`config.mk`:
```
export PLATFORM = sky130hd
export DESIGN_NAME = cdc_req_ack_tx
export DESIGN_NICKNAME = d
export VERILOG_FILES = /design/src/rtl/cdc_req_ack_tx.sv
export SDC_FILE = /design/constraint.sdc
export NUM_CORES = 1
export LEC_CHECK = 0
export ABC_AREA = 1
export CORE_MARGIN = 3
export CORE_UTILIZATION = 35
export CTS_BUF_LIST = sky130_fd_sc_hd__clkbuf_16
export CTS_CLUSTER_SIZE = 8
export DETAILED_ROUTE_END_ITERATION = 10
export GPL_TIMING_DRIVEN = 0
export SLEW_MARGIN = 25
export SYNTH_ARGS = -nofsm -noshare
export SYNTH_HDL_FRONTEND = slang
export SYNTH_SLANG_ARGS = --single-unit
```
`constraint.sdc`:
```
create_clock -name clk -period 4 [get_ports clk]
set_clock_uncertainty 0.1 [all_clocks]
set_input_delay 0.8 -clock clk [delete_from_list [all_inputs] [get_ports clk]]
set_output_delay 0.8 -clock clk [all_outputs]
set_load 0.01 [all_outputs]
```
`src/rtl/cdc_req_ack_tx.sv`:
```
// Source side of a 4-phase req/ack crossing: captures a word, raises xfer_req,
// and sequences req-up/ack-up/req-down/ack-down using a synchronized xfer_ack.
module cdc_req_ack_tx #(
    parameter int W              = 8,
    parameter int SYNC_STAGES    = 2,
    parameter int TIMEOUT_CYCLES = 1024,
    parameter int CNT_W          = 16
) (
    input  logic             clk,
    input  logic             rst,
    input  logic             src_valid,
    output logic             src_ready,
    input  logic [W-1:0]     src_data,
    output logic             xfer_req,
    output logic [W-1:0]     xfer_data,
    input  logic             xfer_ack,
    output logic             done,
    output logic [CNT_W-1:0] xfer_cnt,
    output logic             err,
    input  logic             err_clr
);

    localparam int TW = (TIMEOUT_CYCLES > 0) ? $clog2(TIMEOUT_CYCLES + 1) : 1;
    localparam logic [TW-1:0] TMAX = TW'(TIMEOUT_CYCLES);

    typedef enum logic [1:0] {
        IDLE = 2'd0,
        REQ  = 2'd1,
        ACK  = 2'd2
    } state_t;

    state_t                 state;
    logic [SYNC_STAGES-1:0] ack_sync;
    logic                   ack_s;
    logic [TW-1:0]          tmr;
    logic                   waiting;
    logic                   tmr_hit;

    // xfer_ack is asynchronous to clk; only the last stage of this chain is used.
    always_ff @(posedge clk or posedge rst) begin
        if (rst) begin
            ack_sync <= '0;
        end else begin
            ack_sync <= {ack_sync[SYNC_STAGES-2:0], xfer_ack};
        end
    end

    assign ack_s     = ack_sync[SYNC_STAGES-1];
    assign src_ready = (state == IDLE) && !ack_s;

    // A phase is still waiting when the FSM stays in REQ or ACK this cycle.
    assign waiting = ((state == REQ) && !ack_s) || ((state == ACK) && ack_s);
    assign tmr_hit = (TIMEOUT_CYCLES != 0) && waiting && (tmr == TMAX - TW'(1));

    always_ff @(posedge clk or posedge rst) begin
        if (rst) begin
            state     <= IDLE;
            xfer_req  <= 1'b0;
            xfer_data <= '0;
            done      <= 1'b0;
            xfer_cnt  <= '0;
            tmr       <= '0;
            err       <= 1'b0;
        end else begin
            done <= 1'b0;
            case (state)
                IDLE: begin
                    if (src_valid && src_ready) begin
                        xfer_data <= src_data;
                        xfer_req  <= 1'b1;
                        state     <= REQ;
                        tmr       <= '0;
                    end
                end
                REQ: begin
                    if (ack_s) begin
                        xfer_req <= 1'b0;
                        state    <= ACK;
                        tmr      <= '0;
                    end else if (tmr != TMAX) begin
                        tmr <= tmr + TW'(1);
                    end
                end
                ACK: begin
                    if (!ack_s) begin
                        state    <= IDLE;
                        done     <= 1'b1;
                        xfer_cnt <= xfer_cnt + CNT_W'(1);
                        tmr      <= '0;
                    end else if (tmr != TMAX) begin
                        tmr <= tmr + TW'(1);
                    end
                end
                default: begin
                    state    <= IDLE;
                    xfer_req <= 1'b0;
                    tmr      <= '0;
                end
            endcase

            // A timeout hit in the same cycle as err_clr keeps err set.
            if (tmr_hit) begin
                err <= 1'b1;
            end else if (err_clr) begin
                err <= 1'b0;
            end
        end
    end

endmodule

```
==> impl_results.md, run 1 <==
- Status: finished, final reports clean
- Slew @ Worst Pin: 0.416 ns
- Worst Setup SP: state[0]
- First-pass GRT wire length: 7620 um
- Count of state elements after synthesis: 42
- Reg2reg path depth: 8
- Critical path peak fanout: 4
- Critical path type: reg -> out
- Layout area overhead: 32.6%
- DR pass1 iterations: 4
- Ports: 41
- Diodes inserted: 0
- Final wirelength: 4130 um
- Synth Area per Inst: 8.52 um^2
- Layout cells sized above 1: 0.0887
- # resized after CTS: 0
- DR WL/cell: 11.3 um
- Syn nets: 264
- Mapped Cells: about 240
- Largest cells by area after synthesis: dfrtp_1 51%, nand2_1 13%, inv_1 5.4%
- Leading cell type in the layout, fill and taps excluded: nand2_1
- Core box area: 5640 um^2
- Die Span X: 83.1 um
- CP max-delay cell: clkdlybuf4s50_1
- Cell row count: 27
- Placer congestion estimate: just over 0.8
- Max clock buf depth: 2
- Global Route Usage Sum: 0.132
- Post-route cell area: 2760 um^2
- Final ANT Viol Nets: 0
- Distinct cells, synth: 25
- DRC: 0
- Clk_lat worst skew: around 0.28 ns
- Vias: ~1600
- Die Area: 6900 um^2
- Leak Pwr: 1.32 nW
- Crit path cell chain: inv_1 -> ha_1 -> inv_1 -> nor2_1 -> clkdlybuf4s50_1
- Clock Tree Root: clkbuf_16
- Min-Delay Path Class: reg -> reg
- DP Wirelength: 3010 um
- Mapped Area: between 2000 and 2500 um^2
- Clock sink count: 42
- Die height: 83.1 um
- 1st-iter DRT viols: 60
- Largest net degree at the start of global routing: 26
- Slew Viols, Final: 0
- Required @ worst endpoint: between 3 and 4 ns
- R2R Path End: state[0]
- Vias per cell: 4.51
- Fill cells: 533
- Crit start category: register
- Setup Buffers After CTS: 0
- Worst hold start: ack_sync[0]
- CTS tree: yes
- Achievable frequency: ~380 MHz
- Seq/Total Area, Yosys: 0.505
- Final hold violation count: 0
- Initial core utilization: 0.369
- Worst-path clk slew: 0.06 ns
- Final TNS setup: 0 ns
- Initial antenna violation count: 0
- Slowest stage delay, CP: 0.55 ns
- RSZ-0062 raised after global routing: false
- # H-tree levels: 2
- Setup crit end kind: primary output
- Setup crit end: src_ready
- Maximum vdd drop: 0.296 mV
- Area after DPL: 2590 um^2
- Final setup violation count: 0
- Yosys top cell by area: dfrtp_1
- Final worst path period share: 0.657
- Yosys warnings: 0
- Total CTS buffers: 5
- Hold buffer count at cts: 0
- Worst EP arrival: 1.73 ns
- PD cells: about 560 nW/um^2
- Top cell type's share of synthesized area: 0.505
- Worst relative slew slack: 0.722
- Min Tclk post-route: between 2 and 3 ns
- IO Port Bufs: 40
- Reg2Reg Setup Slack: 2.29 ns
- Commonest cells after routing, fill and taps aside: 71 x nand2_1, 42 x dfrtp_1, 40 x clkdlybuf4s50_1
- Gr ovfl total: 0
- Reg2Reg Launch Point: state[0]
- Final-stage net count: 312
- Vias in the first global route: 1718
- MaxCap Viol Count: 0
- Most frequent CP cell: inv_1
- Final Util: 0.489
through the flow:
step | total power, mW | worst slack, ns | instances | hold WS, ns
6_report | 1.55 | 1.37 | 365 | 0.254
5_1_grt | 1.66 | 1.25 | 365 | 0.265
4_1_cts | 1.58 | 1.37 | 365 | 0.259
3_5_place_dp | 1.11 | 1.67 | 357 | 0.245
3_3_place_gp | 1.10 | 1.17 | 356 | 0.240
2_1_floorplan | 0.886 | 2.13 | 244 | 0.231
area by class of cell:
type | instances | area (um^2) | share of cell area
Sequential cell | 42 | 1050 | 0.381
Multi-Input combinational cell | 168 | 896 | 0.325
Timing Repair Buffer | 41 | 420 | 0.153
Clock buffer | 5 | 125 | 0.0454
Inverter | 32 | 120 | 0.0436
Tap cell | 72 | 90.1 | 0.0327
Clock inverter | 3 | 41.3 | 0.0150
Buffer | 2 | 12.5 | 0.00454
synth_stat cells:
cell,number
inv_1,30
or2_4,1
nor2_2,3
nor2_1,17
nand2_2,4
a21oi_1,8
nand3_2,1
nand4_1,6
nand3b_1,3
ha_1,7
nor2_4,2
o21ai_0,5
inv_2,2
nand2_1,71
nand3_1,16
o21ai_2,1
xor2_1,6
nand2_4,1
buf_2,1
buf_4,1
a21boi_0,2
dfrtp_1,42
o21ai_1,2
nor3_1,4
xnor2_1,8
worst min path at each step:
stage,to,cells past startpoint
2_1_floorplan,ack_sync[1],0
3_3_place_gp,ack_sync[1],0
3_5_place_dp,ack_sync[1],0
4_1_cts,ack_sync[1],0
5_1_grt,ack_sync[1],0
6_report,ack_sync[1],0
routing by layer:
metal  GRT usage  vias up  wire [um]
li1            -      861          -
met3      0.0387        2        149
met5           0        -          0
met4      0.0431        0          8
met1       0.179      754       2150
met2       0.203       28       1830
sequential cells by signal, summed over array words and instances, names as in the netlist:
signal / flops
xfer_cnt: 16
ack_sync: 2
xfer_req: 1
done: 1
tmr: 11
state: 2
xfer_data: 8
err: 1
power by group:
part           switching (mW)  leakage (nW)  internal (mW)
logic                   0.283         0.684          0.248
clock network           0.161        0.0812          0.292
registers              0.0591         0.558          0.509
critical path: cells and delay by family, from the launching register on:
| family | cells | cell delay [ns] |
|---|---|---|
| flip-flops | 1 | 0.38 |
| adder cells (fa/ha/maj) | 1 | 0.24 |
| AND/OR/NAND/NOR | 1 | 0.10 |
| buffers and inverters | 3 | 0.72 |
cell families after synthesis:
group,after synthesis,synth area share
AOI/OAI and AO/OA,18,0.0475
xor gates and xnor gates,14,0.0590
adders and majority gates,7,0.0421
buffers and inverters,34,0.0638
DFF,42,0.505
and+or+nand+nor,129,0.282
No activity file was read; power rests on OpenSTA's default activity.
==> run 2, diff against run 1 <==
==> constraint.sdc (replaced) <==
create_clock -name clk -period 2.16 [get_ports clk]
set_clock_uncertainty 0.1 [all_clocks]
set_input_delay 0.432 -clock clk [delete_from_list [all_inputs] [get_ports clk]]
set_output_delay 0.432 -clock clk [all_outputs]
set_load 0.01 [all_outputs]
==> run 2 against run 1 <==
  * Combinational power grew 85%
  * Routed wire length grew 0.12%
  * Global-route usage is the same
  * Cell area is essentially flat
==> impl_results.md, run 2 (synthesis results as in run 1) <==
- Diodes inserted: 0
- Reg with most FFs: xfer_cnt
- Worst EP arrival: 1.42 ns
- Setup crit end kind: primary output
- Reg2Reg Launch Point: state[0]
- Max reg flops: 16
- DP Cell Count: 357
- Die Span X: 83.1 um
- Layout area overhead: 32.6%
- Commonest cells after routing, fill and taps aside: 71 x nand2_1, 42 x dfrtp_1, 39 x clkdlybuf4s50_1
- DR pass1 iterations: 4
- Regs by FF count: xfer_cnt (16), tmr (11), xfer_data (8)
- CP delay by family, top: buffers and inverters
- CP max-delay cell: dfrtp_1
- Maximum vdd drop: 0.549 mV
- Non-Filler Instances: 365
- DP Wirelength: around 3000 um
- Slew Viols, Final: 0
- Clk_lat worst skew: roughly 0.28 ns
- First-pass GRT wire length: 7620 um
- Core box area: 5640 um^2
- Final TNS setup: 0 ns
- Clock sink count: 42
- Design Power: 2.87 mW
- Final wirelength: 4140 um
- Worst-path clk slew: around 0.06 ns
- Initial core utilization: 0.369
- # H-tree levels: 2
- Max clock buf depth: 2
- DR WL/cell: 11.3 um
- Final ANT Viol Nets: 0
- Vias per cell: ~4.5
- Fill cells: 534
- Min Tclk post-route: 1.96 ns
- Critical path peak fanout: 4
- DRC: 0
- Required @ worst endpoint: 1.63 ns
- Global Route Usage Sum: 0.132
- Min-Delay Path Class: reg -> reg
- Vias: 1637
- PD cells: between 1000 and 1500 nW/um^2
- Die height: just over 80 um
- Gr ovfl total: 0
- Crit path cell chain: inv_1 -> ha_2 -> inv_1 -> nor2_1 -> dlygate4sd2_1
- Hold Path Sink: ack_sync[1]
- Final setup margin: 0.203 ns
- Slowest stage delay, CP: between 0.3 and 0.4 ns
- Final worst path period share: 0.906
- Critical path type: reg -> out
- MaxCap Viol Count: 0
- WP buf/inv: 3
- R2R Path End: xfer_cnt[14]
- Hold path cells: 0
- IO Port Bufs: 40
- Initial antenna violation count: 0
- 1st-iter DRT viols: 61
- Leak Pwr: 1.33 nW
- Final-stage net count: 312
- Layout cells sized above 1: 0.0922
- Largest net degree at the start of global routing: 26
- Most frequent CP cell: inv_1
- Crit start category: register
- Die Area: 6900 um^2
- RSZ-0062 raised after global routing: false
- Reg2reg path depth: 9
- CTS tree: yes
- Final hold violation count: 0
- Final Util: 0.489
- Placer congestion estimate: 0.824
- Final setup violation count: 0
- Leading cell type in the layout, fill and taps excluded: nand2_1
- Reg2Reg Setup Slack: between 0.4 and 0.5 ns
- Achievable frequency: between 500 and 600 MHz
- Worst setup slack after placement: 0.202 ns
- Status: finished, final reports clean
- Worst relative slew slack: 0.722
- Ports: 41
- Worst hold start: ack_sync[0]
- Cell row count: 27
- Setup Buffers After CTS: 0
- Vias in the first global route: roughly 1700
- Clock Tree Root: clkbuf_16
- Total CTS buffers: 5
- Slew @ Worst Pin: 0.416 ns
run 2: per-stage QoR:
stage               hold slack, ns  cell area [um^2]
global route                 0.265              2760
finish                       0.254              2760
global placement             0.240              2570
CTS                          0.259              2760
detailed placement           0.245              2590
floorplan                    0.231              2080
run 2: layer usage:
layer	up-vias	GRT usage	routed length (um)
li1	861	-	-
met1	747	0.179	2160
met2	27	0.203	1840
met3	2	0.0387	129
met4	0	0.0431	8
met5	-	0	0
run 2: worst max-delay path by stage:
stage,from,endpoint,slack (ns),depth (start not counted)
finish,state[0],src_ready,0.20,5
global route,state[0],src_ready,0.09,5
CTS,state[0],src_ready,0.19,5
detailed placement,state[0],src_ready,0.20,5
global placement,rst,tmr[5],-0.30,2
floorplan,state[0],state[0],0.62,8
run 2: cell type report:
type	count	area (um^2)	share of cell area
flip-flops and latches	42	1050	0.381
inverters	32	120	0.0436
well taps	72	90.1	0.0327
clock inverters	3	41.3	0.0150
multi-input cells	168	898	0.326
plain buffers	2	12.5	0.00454
repair buffers	41	419	0.152
clock buffers	5	125	0.0454
run 2: timing repair:
item,in CTS,in global routing
resized for setup,2,0
endpoints found under the setup margin,1,0
endpoints found under the hold margin,0,0
hold buffers,0,0
run 2: worst reg2reg max path, delay by kind of cell, from the launching register on:
| family | cells | cell delay (ns) |
|---|---|---|
| simple gates | 7 | 0.77 |
| fa+ha+maj | 1 | 0.23 |
| flops | 1 | 0.38 |
| buf+inv | 1 | 0.13 |
run 2: power by group:
part           switching (mW)  internal [mW]  total, mW
Combinational           0.523          0.459      0.982
Sequential              0.110          0.942       1.05
Clock                   0.297          0.541      0.838
Total                   0.930           1.94       2.87
